File: src/rtl/io_mux_ctrl_pkg.sv
// Shared constants for the memory-mapped I/O controller: register offsets,
// CTRL bit positions and the active-low hex-to-seven-segment table.
package io_pkg;

  localparam logic [31:0] SEG_OFS  = 32'd0;
  localparam logic [31:0] LED_OFS  = 32'd4;
  localparam logic [31:0] SW_OFS   = 32'd8;
  localparam logic [31:0] CTRL_OFS = 32'd12;

  localparam int CTRL_DISP_EN  = 0;
  localparam int CTRL_BLANK_LZ = 1;

  // Segment patterns, bit0 = a ... bit6 = g, 0 = segment lit.
  localparam logic [6:0] HEX_SEG [16] = '{
    7'h40, 7'h79, 7'h24, 7'h30, 7'h19, 7'h12, 7'h02, 7'h78,
    7'h00, 7'h10, 7'h08, 7'h03, 7'h46, 7'h21, 7'h06, 7'h0E
  };

  localparam logic [6:0] SEG_BLANK = 7'h7F;

endpackage

File: src/rtl/io_mux_ctrl_digit_scanner.sv
// Time-multiplexed seven-segment scanner: prescaler, digit index, leading-zero
// blanking and registered anode/segment drive.
module digit_scanner
  import io_pkg::*;
#(
  parameter int NUM_DIGITS  = 4,
  parameter int REFRESH_DIV = 50000
) (
  input  logic                    clk,
  input  logic                    rst,
  input  logic [4*NUM_DIGITS-1:0] digits,
  input  logic                    disp_en,
  input  logic                    blank_lz,
  output logic [6:0]              seg_out,
  output logic [NUM_DIGITS-1:0]   an_out
);

  localparam int CNT_W = $clog2(REFRESH_DIV);
  localparam int IDX_W = (NUM_DIGITS > 1) ? $clog2(NUM_DIGITS) : 1;

  logic [CNT_W-1:0]      cnt;
  logic [IDX_W-1:0]      idx;
  logic [IDX_W-1:0]      msd;
  logic [3:0]            cur_nib;
  logic [NUM_DIGITS-1:0] onehot;
  logic                  blank;

  // msd stays 0 for an all-zero value, so digit 0 always shows "0".
  always_comb begin
    msd = '0;
    for (int i = 0; i < NUM_DIGITS; i++) begin
      if (digits[4*i +: 4] != 4'h0) msd = i[IDX_W-1:0];
    end
    cur_nib = digits[4*int'(idx) +: 4];
    onehot  = '0;
    onehot[idx] = 1'b1;
    blank   = blank_lz && (idx > msd);
  end

  // NOTE: all state here uses non-blocking assignments so every register
  // samples the same pre-edge values regardless of statement order.
  always_ff @(posedge clk) begin
    if (rst) begin
      cnt     <= '0;
      idx     <= '0;
      an_out  <= '1;
      seg_out <= SEG_BLANK;
    end else begin
      if (cnt == CNT_W'(REFRESH_DIV - 1)) begin
        cnt <= '0;
        idx <= (idx == IDX_W'(NUM_DIGITS - 1)) ? '0 : idx + 1'b1;
      end else begin
        cnt <= cnt + 1'b1;
      end
      an_out  <= disp_en ? ~onehot : '1;
      seg_out <= (!disp_en || blank) ? SEG_BLANK : HEX_SEG[cur_nib];
    end
  end

endmodule

File: src/rtl/io_mux_ctrl.sv
// Memory-mapped I/O controller: SEG/LED/SW/CTRL registers, read-back and
// switch synchroniser. Define IO_DEBOUNCE_EN to add per-bit switch debouncing.
module io_mux_ctrl
  import io_pkg::*;
#(
  parameter logic [31:0] BASE_ADDR       = 32'd32,
  parameter int          NUM_DIGITS      = 4,
  parameter int          LED_WIDTH       = 16,
  parameter int          SW_WIDTH        = 16,
  parameter int          REFRESH_DIV     = 50000,
  parameter int          DEBOUNCE_CYCLES = 250000
) (
  input  logic                  clk,
  input  logic                  rst,
  input  logic [31:0]           io_addr,
  input  logic [31:0]           io_data_in,
  input  logic                  io_w_en,
  input  logic                  io_r_en,
  output logic [31:0]           io_data_out,
  output logic                  io_r_valid,
  input  logic [SW_WIDTH-1:0]   sw_in,
  output logic [6:0]            seg_out,
  output logic [NUM_DIGITS-1:0] an_out,
  output logic [LED_WIDTH-1:0]  led_out
);

  logic [4*NUM_DIGITS-1:0] seg_reg;
  logic [LED_WIDTH-1:0]    led_reg;
  logic [1:0]              ctrl_reg;
  logic [SW_WIDTH-1:0]     sw_meta, sw_sync, sw_val;
  logic                    hit_seg, hit_led, hit_sw, hit_ctrl, hit_any;
  logic [31:0]             rd_val;

  always_comb begin
    hit_seg  = (io_addr == BASE_ADDR + SEG_OFS);
    hit_led  = (io_addr == BASE_ADDR + LED_OFS);
    hit_sw   = (io_addr == BASE_ADDR + SW_OFS);
    hit_ctrl = (io_addr == BASE_ADDR + CTRL_OFS);
    hit_any  = hit_seg | hit_led | hit_sw | hit_ctrl;
    rd_val   = '0;
    if (hit_seg)  rd_val[4*NUM_DIGITS-1:0] = seg_reg;
    if (hit_led)  rd_val[LED_WIDTH-1:0]    = led_reg;
    if (hit_sw)   rd_val[SW_WIDTH-1:0]     = sw_val;
    if (hit_ctrl) rd_val[1:0]              = ctrl_reg;
  end

  // Reads sample pre-edge register values, so a same-cycle write is not seen.
  always_ff @(posedge clk) begin
    if (rst) begin
      seg_reg     <= '0;
      led_reg     <= '0;
      ctrl_reg    <= 2'b01;
      io_data_out <= '0;
      io_r_valid  <= 1'b0;
    end else begin
      if (io_w_en && hit_seg)  seg_reg  <= io_data_in[4*NUM_DIGITS-1:0];
      if (io_w_en && hit_led)  led_reg  <= io_data_in[LED_WIDTH-1:0];
      if (io_w_en && hit_ctrl) ctrl_reg <= io_data_in[1:0];
      if (io_r_en) io_data_out <= rd_val;
      io_r_valid <= io_r_en && hit_any;
    end
  end

  always_ff @(posedge clk) begin
    if (rst) begin
      sw_meta <= '0;
      sw_sync <= '0;
    end else begin
      sw_meta <= sw_in;
      sw_sync <= sw_meta;
    end
  end

`ifdef IO_DEBOUNCE_EN
  localparam int DB_W = $clog2(DEBOUNCE_CYCLES + 1);

  logic [DB_W-1:0] db_cnt [SW_WIDTH];

  // A bit commits only after DEBOUNCE_CYCLES consecutive cycles at the new level.
  always_ff @(posedge clk) begin
    if (rst) begin
      sw_val <= '0;
      for (int i = 0; i < SW_WIDTH; i++) db_cnt[i] <= '0;
    end else begin
      for (int i = 0; i < SW_WIDTH; i++) begin
        if (sw_sync[i] == sw_val[i]) begin
          db_cnt[i] <= '0;
        end else if (db_cnt[i] == DB_W'(DEBOUNCE_CYCLES - 1)) begin
          db_cnt[i] <= '0;
          sw_val[i] <= sw_sync[i];
        end else begin
          db_cnt[i] <= db_cnt[i] + 1'b1;
        end
      end
    end
  end
`else
  assign sw_val = sw_sync;
`endif

  assign led_out = led_reg;

  digit_scanner #(
    .NUM_DIGITS  (NUM_DIGITS),
    .REFRESH_DIV (REFRESH_DIV)
  ) u_scanner (
    .clk      (clk),
    .rst      (rst),
    .digits   (seg_reg),
    .disp_en  (ctrl_reg[CTRL_DISP_EN]),
    .blank_lz (ctrl_reg[CTRL_BLANK_LZ]),
    .seg_out  (seg_out),
    .an_out   (an_out)
  );

endmodule

File: config.mk
export PLATFORM = sky130hd
export DESIGN_NAME = io_mux_ctrl
export DESIGN_NICKNAME = d
export VERILOG_FILES = /design/src/rtl/io_mux_ctrl_pkg.sv /design/src/rtl/io_mux_ctrl_digit_scanner.sv /design/src/rtl/io_mux_ctrl.sv
export SDC_FILE = /design/constraint.sdc
export NUM_CORES = 1
export LEC_CHECK = 0
export ABC_AREA = 0
export BUFFER_PORTS_ARGS = -buffer_cell sky130_fd_sc_hd__buf_2
export CORE_MARGIN = 2
export CORE_UTILIZATION = 52
export DETAILED_ROUTE_END_ITERATION = 8
export PLACE_DENSITY_LB_ADDON = 0.12
export REMOVE_ABC_BUFFERS = 1
export SETUP_SLACK_MARGIN = 0.02
export SKIP_CTS_REPAIR_TIMING = 1
export SYNTH_ARGS = -nofsm -noshare
export SYNTH_HDL_FRONTEND = slang
export SYNTH_SLANG_ARGS = --single-unit
export TNS_END_PERCENT = 30
File: constraint.sdc
create_clock -name clk -period 2.5 [get_ports clk]
set_input_delay 0.625 -clock clk [delete_from_list [all_inputs] [get_ports clk]]
set_output_delay 0.625 -clock clk [all_outputs]
set_load 0.02 [all_outputs]
---- Yosys cells after proc, flatten, opt, wreduce, memory -nomap -nowiden ----
Memory sizes are Yosys's and may differ from the RTL's. A register that Yosys moved wholly into a read port is not among the register bits.
Index checks and enable logic that the tools add are counted.
storage, ports and cells
  register bits ........................... 105
  ROM bits ................................ 112
  bits of input ports ..................... 84
  output and inout bits ................... 60
  memories kept ........................... 1
operators by class
  add/sub/neg operators ................... 2
  magnitude comparators ................... 3
  equal/unequal tests ..................... 6
  shift operators ......................... 1
  mux-type cells .......................... 10
  bitwise operators ....................... 6
  reductions and logical operators ........ 14
memory list
  name             words  width  read ports  clocked after memory_dff  write ports  RTL line                         RTL
  (no name shown)  16     7      1           1                         0            io_mux_ctrl_digit_scanner.sv:56  seg_out <= (!disp_en || blank) ? SEG_BLANK : HEX_SEG[cur_nib];
operator list
  operator                                                                             count
  32-bit by 6-bit == test with 1-bit output, second input constant                     4
  16-bit 2-to-1 mux                                                                    3
  16-bit by 1-bit adder with 16-bit output, second input constant                      1
  16-bit == test, second input constant                                                1
  16-bit by 5-bit indexed part select with 4-bit output                                1
  4-bit nonzero test                                                                   3
  2-bit 2-to-1 mux                                                                     4
  1-bit logical AND                                                                    6
  2-bit OR reduction                                                                   3
  4-bit inverter with 5-bit output                                                     1
  4-bit inverter                                                                       1
  2-bit by 3-bit < comparator with 1-bit output, second input constant                 1
  1-bit bitwise OR                                                                     3
  2-bit by 1-bit adder with 2-bit output, second input constant                        1
  1-bit demux with 2-bit select                                                        1
  2-bit == test, second input constant                                                 1
  2-bit by 1-bit greater-or-equal comparator with 1-bit output, second input constant  1
  2-bit greater-than comparator                                                        1
  1-bit 2-to-1 mux                                                                     2
  1-bit zero test                                                                      1
  1-bit logical OR                                                                     1
  1-bit inverter                                                                       1

---- Logic depth before layout (Yosys ltp) ----
Gate-level depths: netlist of run 1.
  word-level depth ........................ 8
  mapped depth ............................ 8
  depth with buffers taken out ............ 7

---- Modules after synthesis ----
From an unflattened synthesis of run 1, not the netlist that was laid out.
unflattened totals
  cells, all modules ...................... 500
  area total of the unflattened synthesis .. 5036.1 um^2
modules (own cells, without submodules)
  module         instances  cells each  area an instance (um^2)  seq. area each (um^2)
  io_mux_ctrl    1          338         3494.6                   1661.6
  digit_scanner  1          162         1541.5                   580.6

---- Least setup slack after synthesis of run 1 ----
Ideal clock, no wire load.
  path kind ............................... input to register
  start point ............................. input io_addr[20]
  end point ............................... register seg_reg[10]
  arrival time ............................ 1.939 ns
  data required time ...................... 2.428 ns
  slack ................................... 0.489 ns
  cell stages on the path ................. 5
  path buffers ............................ 1
  path through ............................ nor4_1 nand4_1 nor3_4 buf_6 mux2i_1
on the way
  longest elaborated chain between the ends .. 2
RTL lines
  element                                    RTL line           RTL
  start: declaration                         io_mux_ctrl.sv:15  input logic [31:0] io_addr,
  32-bit by 6-bit == test with 1-bit output  io_mux_ctrl.sv:35  hit_seg = (io_addr == BASE_ADDR + SEG_OFS);
  1-bit logical AND                          io_mux_ctrl.sv:56  if (io_w_en && hit_seg) seg_reg <= io_data_in[4*NUM_DIGITS-1:0];
  end signal: assignment                     io_mux_ctrl.sv:56
  end: declaration                           io_mux_ctrl.sv:27  logic [4*NUM_DIGITS-1:0] seg_reg;
Every way passes these cells.
A chain may end at the register's enable or synchronous reset.

---- Worst setup path after layout of run 1 ----
  start point ............................. register u_scanner.idx[0]
  end point ............................... register u_scanner.seg_out[4]
on the way
  longest elaborated chain between the ends .. 4
  elaborated cells on any way between the ends .. 6
  those cells by class .................... order compare: 1; shift: 1; bitwise: 1; reduce/logical: 3
RTL lines
  element                                                                                        RTL line                         RTL
  start: declaration                                                                             io_mux_ctrl_digit_scanner.sv:22  logic [IDX_W-1:0] idx;
  start signal: assignment                                                                       io_mux_ctrl_digit_scanner.sv:51  idx <= (idx == IDX_W'(NUM_DIGITS - 1)) ? '0 : idx + 1'b1;
  branches (longest 4 deep; another with 16-bit by 5-bit indexed part select with 4-bit output)  -
  end: declaration                                                                               io_mux_ctrl_digit_scanner.sv:14  output logic [6:0] seg_out,
Several ways; the timed one is not identified.

==> flow_metrics.py, run 1 <==
metrics = {
    "yosys": {
        "post_synth_num_cell_types": 43,
        "synth_top_area_share": 0.445,
        "synth_area_um2": 5040,
        "synthCells": 504,
        "yosysWarningCount": 0,
        "syn_area_per_cell_um2": 9.99,
        "yosysSeqAreaShare": 0.445,
        "synth.area.top_cells": "dfxtp_1 45%, mux2i_1 10%, nand2b_1 8.2%, nor2b_1 4.2%, ha_1 3.2%",
        "synthArstFlopShare": 0,
        "synthFlopType": "dfxtp_1",
        "yosysTopAreaCell": "dfxtp_1",
        "synth_seq_cells": 112,
        "synth_edf_count": 0,
    },
    "clocking": {
        "cts_tree": "done",
        "cts.reportedPaths.clkPinSlew_ps": 110,
        "clockBufferDepth": 2,
        "clockRootBuffer": "clkbuf_8",
        "insertion_delay_ps": 370,
        "cts-buffers-inserted": 9,
        "clkSinkCount": 112,
        "htreeDepth": 3,
    },
    "pwr": {
        "peakVddDrop_mv": 0.283,
        "total_power_mw": 3.10,
        "powerDensity_nw_per_um2": 533,
        "p_leak_nw": 2.44,
    },
    "die": {
        "start_util": 0.540,
        "die-area_um2": 10500,
        "core_um2": 9330,
        "die_x_um": 102,
        "row_count": 35,
        "fp.dieH_um": 102,
        "io_pins": 144,
    },
    "setup_path": {
        "r2r_cells": 7,
        "rrSetupSlack_ps": 230,
        "rr_startpoint": "u_scanner.idx[0]",
        "critPathCaptureType": "flip-flop",
        "path_max_fanout": 9,
        "critical_path_class": "reg -> reg",
        "reg2reg_to": "u_scanner.seg_out[4]",
        "crit_arrival_ps": 2540,
        "critical_path.startpoint_type": "flip-flop",
        "cp.required_ps": 2770,
    },
    "run": {
        "cap_violations": 0,
    },
    "sta": {
        "whs_ps": 448,
        "fin_crit_sh": 0.907,
        "setup_tns_ps": 0,
        "slew_viol_final": 0,
        "grt_setup_unrepaired": "no",
        "layout_setup_ws_ps": 233,
        "slew_headroom": 0.617,
        "fmax_mhz": 441,
        "finalHoldViolations": 0,
        "fin_crit_ps": 2270,
        "setup_viol": 0,
        "worstMarginPinSlew_ps": 575,
        "finClkSkew_ps": 11.4,
    },
    "grt": {
        "grt_usage": 0.212,
        "antenna_found_initial": 0,
        "grt_pass1_vias": 3605,
        "grt_pass1_wl_um": 17300,
        "grt_overflow": 0,
        "grt_max_degree": 61,
    },
    "final_layout": {
        "layout-drive-gt1-share": 0.237,
        "finish.utilization": 0.624,
        "area_delta_synth_final_pct": 15.6,
        "layout_commonest_cell": "dfxtp_1",
        "n_antenna_cell": 0,
        "final_cell_mix": "112 x dfxtp_1, 111 x buf_2, 66 x nand2b_1, 51 x mux2i_1, 34 x nor2b_1",
        "finalNetCount": 703,
    },
    "routing": {
        "wl_um": 10800,
        "dr.pass1.iters": 4,
        "ant_nets": 0,
        "drc": 0,
        "drtIter0Drc": 99,
        "viasPerCell": 5.20,
        "vias": 3848,
        "wl_per_cell_um": 14.6,
    },
    "placed_design": {
        "dp_hpwl_um": 7850,
        "gp_congestion": 0.818,
        "pre_cts_ws_ps": 239,
        "io_buffers": 111,
    },
    "outcome": {
        "status": "complete, no violations",
    },
    "hold_path": {
        "hold_end": "sw_meta[10]",
        "worstHoldPathCells": 2,
        "hold_path.class": "in -> reg",
        "min_from": "sw_in[10]",
    },
}
[worst max-delay path: stages (launching register included)]
cell     delay [ps]
dfxtp_1         560
mux4_1          720
inv_1           170
ha_1            160
inv_1            40
mux2i_1         120
nor2_1           60
a311o_1         340
[metrics by stage]
stage               instance area [µm²]  instances
floorplan                          4820        473
global placement                   5630        724
detailed placement                 5630        724
CTS                                5820        740
global route                       5820        740
finish                             5820        740
[layout make-up]
cell class	instances	area [µm²]
clock inverters	7	65.1
multi-input cells	349	2530
well taps	129	161
clock buffers	9	124
repair buffers	122	651
flip-flops and latches	112	2240
fillers	828	3510
inverters	12	45.0
[cell usage after synthesis (12+ instances only)]
library cell,instances
o2bb2ai_1,14
a21oi_1,18
ha_1,13
nor2b_1,34
nor2_1,29
mux2i_1,51
clkbuf_1,18
buf_4,19
nand2_1,14
dfxtp_1,112
xnor2_1,13
inv_1,12
nand2b_1,66
nand4_1,22
[power by group]
group          internal, mW  switching (mW)
logic                 0.101           0.126
clock network         0.386           0.658
registers              1.82          0.0110
total                  2.30           0.796
[kinds of logic (layout without fill, tap and decap cells)]
logic type | Yosys count | in the layout | synth area share
xor+xnor | 15 | 15 | 0.0261
mux | 57 | 57 | 0.130
compound gates | 45 | 45 | 0.0626
fa+ha+maj | 13 | 13 | 0.0323
simple gates | 203 | 203 | 0.240
other cells | 1 | 16 | 0.000745
flops | 112 | 112 | 0.445
buf+inv | 58 | 150 | 0.0631
[worst max path at each step]
stage / startpoint / endpoint / slack, ps
2_1_floorplan: io_addr[20] / seg_reg[0] / 350
3_3_place_gp: io_addr[11] / led_out[6] / 260
3_5_place_dp: u_scanner.idx[0] / u_scanner.seg_out[4] / 240
4_1_cts: u_scanner.idx[0] / u_scanner.seg_out[4] / 230
5_1_grt: u_scanner.idx[0] / u_scanner.seg_out[4] / 90
6_report: u_scanner.idx[0] / u_scanner.seg_out[4] / 230
[layer usage]
layer | vias to the layer above | wire length (µm) | track usage
met3 | 2 | 669 | 0.0328
li1 | 1906 | - | -
met4 | 0 | 34 | 0.0595
met2 | 118 | 5210 | 0.359
met1 | 1822 | 4900 | 0.282
met5 | - | 0 | 0
(Power assumes the default switching activity.)
==> run 2, diff against run 1 <==
Settings changed: CORE_ASPECT_RATIO set to 0.7.
==> run 2 against run 1 <==
  * Non-clock buffer count up 3
  * Via count down 0.34%
  * Flip-flop and latch count did not move
  * Critical endpoint unchanged
  * Largest power group unchanged
  * Highest routed layer unchanged
==> flow_metrics.py, run 2 (synthesized netlist as in run 1, its figures left out) <==
metrics = {
    "outcome": {
        "status": "complete, no violations",
    },
    "hold_path": {
        "min_from": "sw_meta[14]",
        "hold_path.class": "reg -> reg",
        "worstHoldPathCells": 1,
        "hold_end": "sw_sync[14]",
    },
    "placed_design": {
        "pre_cts_ws_ps": 231,
        "io_buffers": 111,
        "dp_cells": 726,
        "dp_hpwl_um": 8170,
        "gp_congestion": 0.807,
    },
    "pwr": {
        "powerDensity_nw_per_um2": 594,
        "p_leak_nw": 2.52,
        "total_power_mw": 3.55,
        "peakVddDrop_mv": 0.352,
    },
    "sta": {
        "fin_crit_sh": 0.913,
        "setup_tns_ps": 0,
        "grt_setup_unrepaired": "no",
        "slew_headroom": 0.596,
        "finClkSkew_ps": 8.59,
        "worstMarginPinSlew_ps": 607,
        "setup_viol": 0,
        "slew_viol_final": 0,
        "layout_setup_ws_ps": 219,
        "finalHoldViolations": 0,
        "whs_ps": 437,
        "fmax_mhz": 438,
        "fin_crit_ps": 2280,
    },
    "grt": {
        "grt_overflow": 0,
        "antenna_found_initial": 0,
        "grt_usage": 0.219,
        "grt_pass1_vias": 3693,
        "grt_pass1_wl_um": 18000,
        "grt_max_degree": 42,
    },
    "setup_path": {
        "path_max_fanout": 9,
        "critPathCaptureType": "flip-flop",
        "reg2reg_to": "u_scanner.seg_out[4]",
        "critical_path_class": "reg -> reg",
        "crit_arrival_ps": 2510,
        "cp.required_ps": 2730,
        "rr_startpoint": "u_scanner.idx[0]",
        "critical_path.startpoint_type": "flip-flop",
        "r2r_cells": 7,
        "rrSetupSlack_ps": 220,
    },
    "run": {
        "cap_violations": 0,
    },
    "routing": {
        "wl_um": 11200,
        "dr.pass1.iters": 5,
        "ant_nets": 0,
        "vias": 3835,
        "viasPerCell": 5.17,
        "wl_per_cell_um": 15.1,
        "drtIter0Drc": 235,
        "drc": 0,
    },
    "clocking": {
        "clockBufferDepth": 2,
        "cts-buffers-inserted": 9,
        "cts.reportedPaths.clkPinSlew_ps": 70,
        "htreeDepth": 3,
        "insertion_delay_ps": 350,
        "clkSinkCount": 112,
        "clockRootBuffer": "clkbuf_16",
        "cts_tree": "done",
    },
    "final_layout": {
        "area_delta_synth_final_pct": 18.6,
        "layout-drive-gt1-share": 0.239,
        "final_cell_mix": "112 x dfxtp_1, 111 x buf_2, 66 x nand2b_1, 51 x mux2i_1, 34 x nor2b_1",
        "seq_area_um2": 2240,
        "n_antenna_cell": 0,
        "finalNetCount": 706,
        "fin_cells": 742,
        "layout_commonest_cell": "dfxtp_1",
        "multi_input_area_um2": 2530,
        "fill_cells": 790,
    },
    "die": {
        "fp.dieH_um": 86.3,
        "io_pins": 144,
        "start_util": 0.526,
        "core_um2": 9570,
        "die_x_um": 122,
        "die-area_um2": 10500,
        "row_count": 30,
    },
}
run 2: cell count changes in the layout (fill, tap and decap cells not counted), sizes merged:
| cell | delta |
|---|---|
| clkbuf | +4 |
| clkinvlp | -1 |
| bufinv | +1 |
| inv | -2 |
| clkinv | -2 |
| buf | +3 |
run 2: per-layer routing:
| metal | global-route usage | wire (µm) | up-vias |
|---|---|---|---|
| met1 | 0.296 | 5270 | 1761 |
| met5 | 0 | 0 | - |
| met4 | 0.0564 | 99 | 0 |
| met2 | 0.358 | 5050 | 143 |
| li1 | - | - | 1921 |
| met3 | 0.0520 | 817 | 10 |
run 2: how the worst max path moves through the flow:
stage / start / to / slack [ps] / cells after the start
after floorplan: io_addr[20] / seg_reg[0] / 350 / 4
after global placement: u_scanner.idx[0] / u_scanner.seg_out[4] / 290 / 7
after detailed placement: u_scanner.idx[0] / u_scanner.seg_out[4] / 230 / 7
after CTS: u_scanner.idx[0] / u_scanner.seg_out[4] / 200 / 7
after global routing: u_scanner.idx[0] / u_scanner.seg_out[4] / 90 / 7
final: u_scanner.idx[0] / u_scanner.seg_out[4] / 220 / 7
run 2: power by group:
| group | leakage [nW] | internal [mW] | switching (mW) |
|---|---|---|---|
| Combinational | 1.45 | 0.0991 | 0.130 |
| Sequential | 0.912 | 1.82 | 0.0107 |
| Clock | 0.156 | 0.865 | 0.625 |
| Total | 2.52 | 2.78 | 0.766 |
run 2: cell type report:
class / count / share of cell area
Multi-Input combinational cell: 349 / 0.424
Timing Repair Buffer: 125 / 0.113
Tap cell: 128 / 0.0268
Clock buffer: 13 / 0.0453
Inverter: 12 / 0.00754
Sequential cell: 112 / 0.376
Clock inverter: 3 / 0.00796
run 2: metrics by stage:
step	cell area (µm²)	util
after floorplan	4820	-
after global placement	5650	0.591
after detailed placement	5650	0.591
after CTS	5970	0.624
after global routing	5970	0.624
final	5970	0.624
run 2: worst max-delay path: stages, from the launching register on:
cell and delay (ps):
dfxtp_1 560, mux4_1 720, inv_1 170, ha_1 170
inv_1 40, mux2i_1 120, nor2_1 60, a311o_1 320
==> run 3, diff against run 2 <==
Settings changed: MAX_ROUTING_LAYER set to met4.
==> run 3 against run 2 <==
  * Clock power barely moved
  * Combinational power barely moved
  * Sequential share of layout area did not move
  * Critical path depth did not move
  * Critical path type unchanged
  * Critical endpoint unchanged
  * Largest power group unchanged
  * Highest routed layer unchanged
==> flow_metrics.py, run 3 (synthesized netlist as in run 1, its figures left out) <==
metrics = {
    "routing": {
        "viasPerCell": 5.16,
        "drc": 0,
        "ant_nets": 0,
        "vias": 3830,
        "wl_um": 11200,
        "drtIter0Drc": 215,
        "wl_per_cell_um": 15.1,
        "dr.pass1.iters": 4,
    },
    "setup_path": {
        "cp_num_buf_inv": 2,
        "r2r_cells": 7,
        "critical_path.startpoint_type": "flip-flop",
        "worst_path_largest_cell_delay_ps": 730,
        "critPathCaptureType": "flip-flop",
        "crit_arrival_ps": 2520,
        "crit_chain": "mux4_1, inv_1, ha_1, inv_1, mux2i_1, nor2_1, a311o_1",
        "cp_slowest_cell": "mux4_1",
        "crit_cells": 7,
        "crit_family": "multiplexers",
        "cp.required_ps": 2730,
        "path_common_cell": "inv_1",
        "path_max_fanout": 9,
        "critical_path_class": "reg -> reg",
    },
    "final_layout": {
        "area_delta_synth_final_pct": 18.6,
        "final_cell_mix": "112 x dfxtp_1, 111 x buf_2, 66 x nand2b_1, 51 x mux2i_1, 34 x nor2b_1",
        "layout-drive-gt1-share": 0.239,
        "layout_commonest_cell": "dfxtp_1",
        "finalNetCount": 706,
        "finish.utilization": 0.624,
        "n_antenna_cell": 0,
    },
    "pwr": {
        "peakVddDrop_mv": 0.352,
        "powerDensity_nw_per_um2": 594,
        "p_leak_nw": 2.52,
    },
    "clocking": {
        "clkSinkCount": 112,
        "cts_tree": "done",
        "insertion_delay_ps": 350,
        "clockBufferDepth": 2,
        "cts.reportedPaths.clkPinSlew_ps": 70,
        "htreeDepth": 3,
        "clockRootBuffer": "clkbuf_16",
        "cts-buffers-inserted": 9,
    },
    "sta": {
        "setup_tns_ps": 0,
        "setup_viol": 0,
        "finalHoldViolations": 0,
        "whs_ps": 437,
        "finClkSkew_ps": 5.83,
        "grt_setup_unrepaired": "no",
        "worstMarginPinSlew_ps": 611,
        "fin_crit_sh": 0.915,
        "fin_crit_ps": 2290,
        "fmax_mhz": 437,
        "slew_viol_final": 0,
        "slew_headroom": 0.593,
    },
    "die": {
        "row_count": 30,
        "die_x_um": 122,
        "core_um2": 9570,
        "start_util": 0.526,
        "die-area_um2": 10500,
        "fp.dieH_um": 86.3,
        "io_pins": 144,
    },
    "run": {
        "cap_violations": 0,
    },
    "outcome": {
        "status": "complete, no violations",
    },
    "hold_path": {
        "worstHoldPathCells": 1,
        "hold_path.class": "reg -> reg",
    },
    "grt": {
        "grt_usage": 0.226,
        "grt_max_degree": 42,
        "grt_pass1_wl_um": 18000,
        "antenna_found_initial": 0,
        "grt_overflow": 0,
        "grt_pass1_vias": 3697,
    },
    "placed_design": {
        "dp_hpwl_um": 8170,
        "gp_congestion": 0.818,
        "io_buffers": 111,
    },
}
## run 3: final cells by class
cell class	instances	area, µm²
inverters	12	45.0
well taps	128	160
clock inverters	3	47.5
fillers	790	3600
repair buffers	125	673
flip-flops and latches	112	2240
clock buffers	13	270
multi-input cells	349	2530
## run 3: where the power goes
| group | internal, mW | switching (mW) | leakage, nW |
|---|---|---|---|
| combinational | 0.0991 | 0.130 | 1.45 |
| sequential | 1.82 | 0.0107 | 0.912 |
| clock | 0.865 | 0.623 | 0.156 |
| total | 2.78 | 0.764 | 2.52 |
## run 3: path summary, 6_finish.rpt
path	from	endpoint	slack, ps
worst max register to register	u_scanner.idx[0]	u_scanner.seg_out[4]	210
worst min register to register	sw_meta[14]	sw_sync[14]	440
worst min-delay path	sw_meta[14]	sw_sync[14]	440
worst max-delay path	u_scanner.idx[0]	u_scanner.seg_out[4]	210
## run 3: worst register-to-register path: cells and delay by family, from the launching register on
family / cells / cell delay [ps]
and+or+nand+nor: 1 / 60
DFF: 1 / 560
AOI/OAI and AO/OA: 1 / 320
muxes: 2 / 850
adders and majority gates: 1 / 170
buffers and inverters: 2 / 210
## run 3: layer usage
| layer | global-route usage | up-vias | part of all wire |
|---|---|---|---|
| met4 | 0.0564 | 0 | 0.0075 |
| met3 | 0.0487 | 10 | 0.064 |
| met1 | 0.299 | 1766 | 0.48 |
| li1 | - | 1924 | - |
| met2 | 0.358 | 130 | 0.45 |
| met5 | - | - | 0 |
## run 3: through the flow
| stage | std cells | setup WS [ps] | instance area (µm²) | power, mW |
|---|---|---|---|---|
| detailed placement | 726 | 231 | 5650 | 2.10 |
| global placement | 726 | 285 | 5650 | 2.09 |
| finish | 742 | 213 | 5970 | 3.54 |
| global route | 742 | 89.6 | 5970 | 3.68 |
| CTS | 742 | 202 | 5970 | 3.59 |
| floorplan | 473 | 348 | 4820 | 1.97 |
